## src/rtl/mux4x1_rr_merge_pkg.sv

```systemverilog
// Shared constants and small helpers for the 4:1 round-robin merge.
// Channel count, select width and channel indices live here so the
// interface, arbiter and top agree on one definition.
package mux4x1_rr_merge_pkg;

    localparam int NUM_CH = 4;
    localparam int SEL_W  = 2;

    typedef logic [NUM_CH-1:0] ch_mask_t;
    typedef logic [SEL_W-1:0]  ch_idx_t;

    localparam ch_idx_t CH0 = 2'd0;
    localparam ch_idx_t CH1 = 2'd1;
    localparam ch_idx_t CH2 = 2'd2;
    localparam ch_idx_t CH3 = 2'd3;

    // Pointer always moves to the channel after the winner; the 2-bit add
    // wraps channel 3 back to channel 0 for free.
    function automatic ch_idx_t next_ptr(input ch_idx_t gnt_idx);
        return gnt_idx + CH1;
    endfunction

    // One-hot mask for a channel index.
    function automatic ch_mask_t idx_to_mask(input ch_idx_t idx);
        ch_mask_t m;
        m = '0;
        m[idx] = 1'b1;
        return m;
    endfunction

endpackage

```

## src/rtl/mux4x1_rr_merge_if.sv

```systemverilog
// Bundle of the four producer lanes, the shared sink handshake and the
// transfer counter. The slave modport is the merge block's view; the
// master modport is the view of whatever drives the lanes and the sink.
interface mux4x1_rr_merge_if
    import mux4x1_rr_merge_pkg::*;
#(
    parameter int DATA_W = 8,
    parameter int CNT_W  = 16
);

    logic [NUM_CH-1:0] in_valid;
    logic [DATA_W-1:0] in_data0;
    logic [DATA_W-1:0] in_data1;
    logic [DATA_W-1:0] in_data2;
    logic [DATA_W-1:0] in_data3;
    logic [NUM_CH-1:0] in_ready;

    logic              out_valid;
    logic [DATA_W-1:0] out_data;
    logic [SEL_W-1:0]  out_sel;
    logic              out_ready;

    logic [CNT_W-1:0]  xfer_cnt;

    modport slave (
        input  in_valid,
        input  in_data0,
        input  in_data1,
        input  in_data2,
        input  in_data3,
        output in_ready,
        output out_valid,
        output out_data,
        output out_sel,
        input  out_ready,
        output xfer_cnt
    );

    modport master (
        output in_valid,
        output in_data0,
        output in_data1,
        output in_data2,
        output in_data3,
        input  in_ready,
        input  out_valid,
        input  out_data,
        input  out_sel,
        output out_ready,
        input  xfer_cnt
    );

endinterface

```

## src/rtl/mux4x1_rr_merge_rr_arbiter4.sv

```systemverilog
// Four-way round-robin arbiter, purely combinational.
// Scans ptr, ptr+1, ... (mod 4) and picks the first requester. The index
// and 'any' are reported regardless of en; the one-hot grant is only
// raised when en allows the winner to be accepted.
module rr_arbiter4
    import mux4x1_rr_merge_pkg::*;
(
    input  ch_mask_t req,
    input  ch_idx_t  ptr,
    input  logic     en,
    output ch_mask_t gnt,
    output ch_idx_t  gnt_idx,
    output logic     any
);

    ch_idx_t scan_idx;

    // Priority scan starting at the pointer; first hit wins.
    always_comb begin
        gnt_idx  = CH0;
        any      = 1'b0;
        scan_idx = ptr;
        for (int i = 0; i < NUM_CH; i++) begin
            scan_idx = ptr + ch_idx_t'(i);
            if (!any && req[scan_idx]) begin
                any     = 1'b1;
                gnt_idx = scan_idx;
            end
        end
    end

    // Grant is one-hot only when there is a winner and the caller can take it.
    always_comb begin
        gnt = '0;
        if (en && any) begin
            gnt = idx_to_mask(gnt_idx);
        end
    end

endmodule

```

## src/rtl/mux4x1_rr_merge.sv

```systemverilog
// 4:1 round-robin merge of valid/ready lanes into one registered stream.
// A single output register is refilled whenever it is empty or being
// drained, so with the sink always ready the stream runs at one word per
// cycle. out_sel tags each word with its source lane for a downstream
// demux. xfer_cnt counts sink handshakes and wraps.
module mux4x1_rr_merge
    import mux4x1_rr_merge_pkg::*;
#(
    parameter int DATA_W = 8,
    parameter int CNT_W  = 16
)(
    input logic               clk,
    input logic               rst_n,
    mux4x1_rr_merge_if.slave  bus
);

    localparam logic [CNT_W-1:0] CNT_ONE = {{(CNT_W-1){1'b0}}, 1'b1};

    logic              out_valid_q, out_valid_d;
    logic [DATA_W-1:0] out_data_q,  out_data_d;
    ch_idx_t           out_sel_q,   out_sel_d;
    ch_idx_t           ptr_q,       ptr_d;
    logic [CNT_W-1:0]  xfer_cnt_q,  xfer_cnt_d;

    ch_mask_t          arb_gnt;
    ch_idx_t           arb_idx;
    logic              arb_any;
    logic              arb_en;
    logic              load_en;
    logic              in_hs;
    logic              out_hs;
    logic [DATA_W-1:0] sel_data;

    // Output register can take a new word when empty or emptying this cycle.
    // Reset blocks any acceptance so nothing is lost while rst_n is low.
    assign load_en = !out_valid_q || bus.out_ready;
    assign arb_en  = load_en && rst_n;
    assign in_hs   = arb_en && arb_any;
    assign out_hs  = out_valid_q && bus.out_ready;

    rr_arbiter4 u_arb (
        .req     (bus.in_valid),
        .ptr     (ptr_q),
        .en      (arb_en),
        .gnt     (arb_gnt),
        .gnt_idx (arb_idx),
        .any     (arb_any)
    );

    // Steer the winning lane's word toward the output register.
    always_comb begin
        sel_data = bus.in_data0;
        case (arb_idx)
            CH0:     sel_data = bus.in_data0;
            CH1:     sel_data = bus.in_data1;
            CH2:     sel_data = bus.in_data2;
            CH3:     sel_data = bus.in_data3;
            default: sel_data = bus.in_data0;
        endcase
    end

    // Next-state: load on input handshake, empty when draining with no
    // requester, otherwise hold; count every completed sink transfer.
    always_comb begin
        out_valid_d = out_valid_q;
        out_data_d  = out_data_q;
        out_sel_d   = out_sel_q;
        ptr_d       = ptr_q;
        xfer_cnt_d  = xfer_cnt_q;

        if (out_hs) begin
            xfer_cnt_d = xfer_cnt_q + CNT_ONE;
        end

        if (in_hs) begin
            out_valid_d = 1'b1;
            out_data_d  = sel_data;
            out_sel_d   = arb_idx;
            ptr_d       = next_ptr(arb_idx);
        end else if (load_en) begin
            out_valid_d = 1'b0;
        end
    end

    // State registers with synchronous active-low reset.
    always_ff @(posedge clk) begin
        if (!rst_n) begin
            out_valid_q <= 1'b0;
            out_data_q  <= '0;
            out_sel_q   <= CH0;
            ptr_q       <= CH0;
            xfer_cnt_q  <= '0;
        end else begin
            out_valid_q <= out_valid_d;
            out_data_q  <= out_data_d;
            out_sel_q   <= out_sel_d;
            ptr_q       <= ptr_d;
            xfer_cnt_q  <= xfer_cnt_d;
        end
    end

    assign bus.in_ready  = arb_gnt;
    assign bus.out_valid = out_valid_q;
    assign bus.out_data  = out_data_q;
    assign bus.out_sel   = out_sel_q;
    assign bus.xfer_cnt  = xfer_cnt_q;

endmodule
```

## src/flat_wrapper.sv

```systemverilog
// flat-port wrapper written by rule: the top's interface ports become plain ports
module mux4x1_rr_merge_flat import mux4x1_rr_merge_pkg::*;
#(
    parameter int DATA_W = 8,
    parameter int CNT_W  = 16
)
  (clk, rst_n, bus_in_valid, bus_in_data0, bus_in_data1, bus_in_data2, bus_in_data3, bus_in_ready, bus_out_valid, bus_out_data, bus_out_sel, bus_out_ready, bus_xfer_cnt);
  mux4x1_rr_merge_if #(.DATA_W(DATA_W), .CNT_W(CNT_W)) bus_i ();
  input logic clk;
  input logic rst_n;
  input wire logic [$bits(bus_i.in_valid)-1:0] bus_in_valid;
  input wire logic [$bits(bus_i.in_data0)-1:0] bus_in_data0;
  input wire logic [$bits(bus_i.in_data1)-1:0] bus_in_data1;
  input wire logic [$bits(bus_i.in_data2)-1:0] bus_in_data2;
  input wire logic [$bits(bus_i.in_data3)-1:0] bus_in_data3;
  output wire logic [$bits(bus_i.in_ready)-1:0] bus_in_ready;
  output wire logic [$bits(bus_i.out_valid)-1:0] bus_out_valid;
  output wire logic [$bits(bus_i.out_data)-1:0] bus_out_data;
  output wire logic [$bits(bus_i.out_sel)-1:0] bus_out_sel;
  input wire logic [$bits(bus_i.out_ready)-1:0] bus_out_ready;
  output wire logic [$bits(bus_i.xfer_cnt)-1:0] bus_xfer_cnt;
  assign bus_i.in_valid = bus_in_valid;
  assign bus_i.in_data0 = bus_in_data0;
  assign bus_i.in_data1 = bus_in_data1;
  assign bus_i.in_data2 = bus_in_data2;
  assign bus_i.in_data3 = bus_in_data3;
  assign bus_in_ready = bus_i.in_ready;
  assign bus_out_valid = bus_i.out_valid;
  assign bus_out_data = bus_i.out_data;
  assign bus_out_sel = bus_i.out_sel;
  assign bus_i.out_ready = bus_out_ready;
  assign bus_xfer_cnt = bus_i.xfer_cnt;
  mux4x1_rr_merge #(.DATA_W(DATA_W), .CNT_W(CNT_W)) u_core (.clk(clk), .rst_n(rst_n), .bus(bus_i));
endmodule
```

## config.mk

```make
export PLATFORM = sky130hd
export DESIGN_NAME = mux4x1_rr_merge_flat
export DESIGN_NICKNAME = d
export VERILOG_FILES = /design/src/rtl/mux4x1_rr_merge_pkg.sv /design/src/rtl/mux4x1_rr_merge_if.sv /design/src/rtl/mux4x1_rr_merge_rr_arbiter4.sv /design/src/rtl/mux4x1_rr_merge.sv /design/src/flat_wrapper.sv
export SDC_FILE = /design/constraint.sdc
export NUM_CORES = 1
export LEC_CHECK = 0
export CAP_MARGIN = 20
export CORE_ASPECT_RATIO = 1.2
export CORE_MARGIN = 2
export CORE_UTILIZATION = 42
export DETAILED_ROUTE_END_ITERATION = 6
export GPL_TIMING_DRIVEN = 0
export HOLD_SLACK_MARGIN = 0.02
export PLACE_DENSITY = 0.88
export SKIP_LAST_GASP = 1
export SLEW_MARGIN = 40
export SYNTH_ARGS = -nofsm -noshare
export SYNTH_HDL_FRONTEND = slang
export SYNTH_SLANG_ARGS = --single-unit
```

## constraint.sdc

```tcl
create_clock -name clk -period 2.96 [get_ports clk]
set_input_delay 0.444 -clock clk [delete_from_list [all_inputs] [get_ports clk]]
set_output_delay 0.444 -clock clk [all_outputs]
set_load 0.1 [all_outputs]
```

Word-level counts from Yosys, hierarchy flattened

Cells that the tools add are included.

Flip-flop bits (word level): 29
Input bits: 39
Output and inout bits: 31
Word-level logic and storage cells: 55

Add/subtract/negate cells: 5
Magnitude comparators: 6
Equal/unequal tests: 3
Mux-type cells: 22
Reductions and logical operators: 14

Operator list:

| operator                                                           | count |
|---|---|
| one-hot mux 8 bit (4 select lines)                                 | 1 |
| adder 16 x 1 -> 16 bit (second input constant)                     | 1 |
| < comparator 2 x 3 -> 1 bit (second input constant)                | 5 |
| 2-to-1 mux 1 bit                                                   | 11 |
| binary-select mux 1 bit (select 2 bit)                             | 4 |
| 2-to-1 mux 2 bit                                                   | 4 |
| logical AND 1 bit                                                  | 7 |
| adder 2 x 1 -> 2 bit (second input constant)                       | 2 |
| adder 2 bit (second input constant)                                | 2 |
| equality test 2 bit (second input constant)                        | 2 |
| zero test 1 bit                                                    | 4 |
| 2-to-1 mux 4 bit                                                   | 1 |
| demux 1 bit (select 2 bit)                                         | 1 |
| equality test 2 x 1 -> 1 bit (second input constant)               | 1 |
| greater-or-equal comparator 2 x 1 -> 1 bit (second input constant) | 1 |
| zero test 2 bit                                                    | 1 |
| nonzero test 2 bit                                                 | 1 |
| logical OR 1 bit                                                   | 1 |

Longest topological paths before layout

Word-level depth: 17
Gate-level depth with buffers: 10

By module

A second synthesis with hierarchy kept.

Cells, all modules: 185
Area total of the unflattened synthesis: 1507.7 um2

Modules (own cells, without submodules):

| module          | instances | cells an instance | area an instance (um2) | sequential area each (um2) |
|---|---|---|---|---|
| mux4x1_rr_merge | 1         | 165               | 1382.6                 | 580.6 |
| rr_arbiter4     | 1         | 20                | 125.1                  | 0.0 |

Worst setup path after synthesis

OpenSTA, ideal clock, no wires.

Path kind: reg-to-output
Start point: register u_core.ptr_q[1]
End point: output bus_in_ready[1]
Arrival: 2.874 ns
Path slack: -0.358 ns
Cell stages (with the launch flop): 9
Buffers on the path: 1
Cell sequence: dfxtp_1 > mux2i_1 > nor2_1 > or3_1 > nor2_1 > ha_1 > clkbuf_1 > inv_1 > nor2_1

Cells in the longest elaborated chain, start to end: 17

RTL lines:

| item                                                                                                                   | RTL line                          | text |
|---|---|---|
| start: declaration                                                                                                     | mux4x1_rr_merge.sv:22             | `ch_idx_t ptr_q, ptr_d;` |
| start signal: assignment                                                                                               | mux4x1_rr_merge.sv:97             | `ptr_q <= ptr_d;` |
| branches (longest 11 deep; another with adder 2 x 1 -> 2 bit)                                                          | n/a                               |  |
| 2-to-1 mux 2 bit *                                                                                                     | mux4x1_rr_merge_rr_arbiter4.sv:25 | `if (!any && req[scan_idx]) begin` |
| named net u_core.arb_idx[0]                                                                                            | mux4x1_rr_merge.sv:26             | `ch_idx_t arb_idx;` |
| < comparator 2 x 3 -> 1 bit (implied by the code) / greater-or-equal comparator 2 x 1 -> 1 bit (equally long branches) | mux4x1_rr_merge_pkg.sv:27         | `m[idx] = 1'b1;` |
| logical AND 1 bit (implied by the code)                                                                                | mux4x1_rr_merge_pkg.sv:27         |  |
| 2-to-1 mux 1 bit (implied by the code)                                                                                 | mux4x1_rr_merge_pkg.sv:27         |  |
| demux 1 bit (select 2 bit) *                                                                                           | mux4x1_rr_merge_pkg.sv:27         |  |
| 2-to-1 mux 4 bit *                                                                                                     | mux4x1_rr_merge_rr_arbiter4.sv:35 | `if (en && any) begin` |
| end: declaration                                                                                                       | flat_wrapper.sv:16                | `output wire logic [$bits(bus_i.in_ready)-1:0] bus_in_ready;` |

Mark *: on every way through the listed nets, which the timed path passes. The select of a mux whose other input is x is not followed.

Worst setup path after layout

Start point: input bus_in_valid[0]
End point: output bus_in_ready[2]

Cells in the longest elaborated chain, start to end: 17

RTL lines:

| item                                                                                                                   | RTL line                          | text |
|---|---|---|
| start: declaration                                                                                                     | flat_wrapper.sv:11                | `input wire logic [$bits(bus_i.in_valid)-1:0] bus_in_valid;` |
| binary-select mux 1 bit (select 2 bit)                                                                                 | mux4x1_rr_merge_rr_arbiter4.sv:25 |  |
| 2-to-1 mux 1 bit (implied by the code)                                                                                 | mux4x1_rr_merge_rr_arbiter4.sv:25 |  |
| 2-to-1 mux 1 bit                                                                                                       | mux4x1_rr_merge_rr_arbiter4.sv:25 |  |
| zero test 1 bit                                                                                                        | mux4x1_rr_merge_rr_arbiter4.sv:25 |  |
| logical AND 1 bit                                                                                                      | mux4x1_rr_merge_rr_arbiter4.sv:25 |  |
| 2-to-1 mux 1 bit                                                                                                       | mux4x1_rr_merge_rr_arbiter4.sv:25 |  |
| zero test 1 bit                                                                                                        | mux4x1_rr_merge_rr_arbiter4.sv:25 |  |
| logical AND 1 bit                                                                                                      | mux4x1_rr_merge_rr_arbiter4.sv:25 |  |
| 2-to-1 mux 1 bit                                                                                                       | mux4x1_rr_merge_rr_arbiter4.sv:25 |  |
| zero test 1 bit                                                                                                        | mux4x1_rr_merge_rr_arbiter4.sv:25 |  |
| logical AND 1 bit                                                                                                      | mux4x1_rr_merge_rr_arbiter4.sv:25 |  |
| 2-to-1 mux 2 bit                                                                                                       | mux4x1_rr_merge_rr_arbiter4.sv:25 |  |
| < comparator 2 x 3 -> 1 bit (implied by the code) / greater-or-equal comparator 2 x 1 -> 1 bit (equally long branches) | mux4x1_rr_merge_pkg.sv:27         |  |
| logical AND 1 bit (implied by the code)                                                                                | mux4x1_rr_merge_pkg.sv:27         |  |
| 2-to-1 mux 1 bit (implied by the code)                                                                                 | mux4x1_rr_merge_pkg.sv:27         |  |
| demux 1 bit (select 2 bit)                                                                                             | mux4x1_rr_merge_pkg.sv:27         |  |
| 2-to-1 mux 4 bit *                                                                                                     | mux4x1_rr_merge_rr_arbiter4.sv:35 |  |

Every way passes the cells marked *; elsewhere a longest branch is shown, timed or not. The select of a mux whose other input is x is not followed.

==> results.md <==
- Met2 routed WL: slightly below 2000 µm
- Clock-pin slew on the worst setup and hold paths: 0.06 ns
- DP Area: about 2300 µm²
- Cell Pwr Density: around 640 nW/µm²
- Worst EP arrival: roughly 2.4 ns
- Initial DRT Pass Iterations: 4
- Worst EP required: ~2.5 ns
- Leak pwr: roughly 1.1 nW
- Worst skew pair latency: between 0.2 and 0.3 ns
- Final setup violation count: 0
- Main combinational cell family by area after synthesis: simple AND/OR/NAND/NOR gates
- Crit path max-delay family: simple AND/OR/NAND/NOR gates
- Die Wd: roughly 60 µm
- Post-synth top flop: dfxtp_1
- CTS H-tree lvls: 2
- Area delta synth->final: 44.8%
- Starting Density: 0.447
- Crit path max fanout: 9
- HP Class: flip-flop to flip-flop
- Setup total negative slack: 0 ns
- Vias/cell: 5.27
- Buf+Inv Stages, Crit Path: 3
- Drt drc: 0
- Measured slew at the worst slew-check pin: around 0.50 ns
- # fillers: about 320
- Post-cts hold buffer count: 0
- Synth Area in Adders: 0.0455
- Clock Tree Buf Depth: 2
- Xor/xnor cell area share of the yosys netlist: 0.0531
- Unrepaired setup endpoints after global routing: yes
- Achievable Freq: 0.348 GHz
- Post-synth ARST share: 0
- Final instance area: 2390 µm²
- Critical Path End Type: output pin
- CP cell instances: clkdlybuf4s50_1 -> or4_4 -> nand2_1 -> ha_2 -> inv_1 -> nor2_2 -> buf_6
- Final hold violation count: 0
- Final Slew Violations: 0
- Crit path launch type: primary input
- Metal3 WL: 431 µm
- RePlAce Congestion: roughly 0.9
- Vias in the first global route: between 1500 and 2000
- Distinct cells, synth: 35
- VDD IR-drop max: around 360 µV
- Site Rows: 24
- M1 WL: around 1600 µm
- DR top layer: met4
- First-pass GRT wire length: 6790 µm
- CTS tree: done
- Die area: 4450 µm²
- DRT iter0 DRCs: 60
- GRT overflow: 0
- Final net count: a little over 300
- Period Utilization, post-route: 0.971
- Skew final: about 0.0022 ns
- R2R Setup Slk: about 0.58 ns
- Sink Count: 29
- Outcome: complete, no violations
- Worst Slack Setup Final: around 0.087 ns
- Initial antenna violation count: 0
- Slew margin rel.: 0.668
- Synth warn: 0
- Register bit count reported by yosys: 29
- Mapped Nets: between 200 and 250
- Crit Path Category: primary input to output pin
- Synthesized area: about 1700 µm²
- Multiplexer area fraction after synthesis: 0.0303
- Top cell type by total area after synthesis: dfxtp_1
- Detail Route Antenna Nets: 0
- Wirelength per Cell: 13.0 µm
- Final WL: slightly above 4000 µm
- Critical Path Max Stage Delay: ~0.60 ns
- Tmin final: 2.87 ns
- Core ar.: between 3000 and 4000 µm²
- Via count: 1660
- Largest cells by area after synthesis: dfxtp_1 35%, ha_1 4.5%, a221oi_1 4.2%, a31o_1 4.2%, inv_1 3.9%
- I/O Buffers: roughly 70
- Height of the die: approximately 73 µm
- Root buffer cell: clkbuf_8
- Post-synthesis sequential area ratio: 0.352
- HPWL after DPL: just over 3000 µm
- Synth Area in Compound Gates: 0.201
- N_diodes: 0
- Share of cells above drive strength 1: 0.236
- Avg Cell Area, Syn: between 8 and 9 µm²
- Place WS: -0.365 ns
- Post-Synth Simple-Gate Area: 0.239
- Number of synthesized flops with an enable pin: 0
- Gate Count Post-Synth: approximately 190
- Largest net degree at the start of global routing: 11
- Yosys top cell area share: 0.352
- CTS buffer count: 5
- Total GRT Usage: 0.204
- Slowest CP cell: or4_4
- # IOs: 70
- Maxcap violations: 0
[flip-flops by register name (all words and copies together), names as in the netlist]
register              count
u_core.bus.xfer_cnt      16
u_core.bus.out_data       8
u_core.bus.out_sel        2
u_core.ptr_q              2
u_core.bus.out_valid      1
[tightest hold or removal path: stages (launching register included)]
cell and delay (ns):
dfxtp_1 0.31, nand3_2 0.06, o21ai_2 0.04
[cells in the mapped netlist, drive strengths merged, types with 6 or more instances]
cell type	n
and2	10
nor2	9
nor3	6
a21oi	11
a31o	8
nand2b	7
a221oi	8
buf	6
dfxtp	29
inv	17
nand3	15
ha	6
a22oi	8
nand2	10
[metal layers]
| metal | up-vias | GRT usage |
|---|---|---|
| met5 | - | 0 |
| met4 | 0 | 0.0918 |
| met3 | 10 | 0.0727 |
| met2 | 80 | 0.333 |
| met1 | 751 | 0.235 |
| li1 | 819 | - |
[where the power goes]
group          leakage [nW]  internal [mW]  switching, mW
registers             0.237          0.437         0.0322
clock network        0.0443          0.184          0.148
logic                 0.788          0.205          0.520
total                  1.07          0.826          0.700
[timing repair]
action	in CTS	in global routing
buffers inserted	0	1
endpoints found under the setup margin	3	11
pin swaps	0	1
gates cloned	0	0
gates resized for setup	7	7
[cells by family after synthesis]
kind of cell | after synthesis
AO/OA/AOI/OAI | 45
XOR/XNOR | 10
adder cells (fa/ha/maj) | 6
buffers and inverters | 27
flip-flops | 29
multiplexers | 5
AND/OR/NAND/NOR | 67
[metrics by stage]
step           utilization  instances  total power [mW]  hold WS, ns
6_report             0.647        315              1.53        0.451
5_1_grt              0.647        315              1.61        0.472
4_1_cts              0.638        314              1.52        0.459
3_5_place_dp         0.612        310              1.17        0.450
3_3_place_gp         0.654        310              1.21        0.448
2_1_floorplan            -        189              1.02        0.478
[placed cells by master (no fill, tap or decap), types with 3 or more instances in the layout]
| cell | count |
|---|---|
| clkdlybuf4s50_1 | 38 |
| buf_2 | 30 |
| mux2i_1 | 5 |
| a22oi_1 | 8 |
| and2_1 | 10 |
| nor3_1 | 6 |
| ha_1 | 3 |
| nor2_2 | 5 |
| o21ai_2 | 4 |
| clkbuf_8 | 6 |
| nand3_1 | 12 |
| a21oi_1 | 11 |
| a221oi_1 | 8 |
| buf_6 | 3 |
| a31o_1 | 8 |
| inv_1 | 17 |
| xnor2_1 | 5 |
| dfxtp_1 | 29 |
| xor2_1 | 5 |
| nand2_1 | 10 |
| nor2_1 | 4 |
| clkbuf_1 | 3 |
| nand2b_1 | 7 |
| a21boi_0 | 3 |
[cell type report]
class / count / area, µm² / share of cell area
Sequential cell: 29 / 581 / 0.243
Timing Repair Buffer: 70 / 562 / 0.235
Inverter: 17 / 63.8 / 0.0267
Clock buffer: 7 / 86.3 / 0.0361
Multi-Input combinational cell: 133 / 975 / 0.408
Buffer: 7 / 57.6 / 0.0241
Tap cell: 52 / 65.1 / 0.0272
[worst paths after layout]
check	from	end	cells after the start
min	u_core.bus.out_sel[1]$_SDFFE_PN0N_	u_core.bus.out_sel[1]$_SDFFE_PN0N_	2
min reg2reg	u_core.bus.out_sel[1]$_SDFFE_PN0N_	u_core.bus.out_sel[1]$_SDFFE_PN0N_	2
max reg2reg	u_core.ptr_q[1]$_SDFFE_PN0N_	u_core.bus.out_data[2]$_SDFFE_PN0N_	10
max	bus_in_valid[0]	bus_in_ready[2]	7
Note: power is estimated with default switching activity, not from simulation.
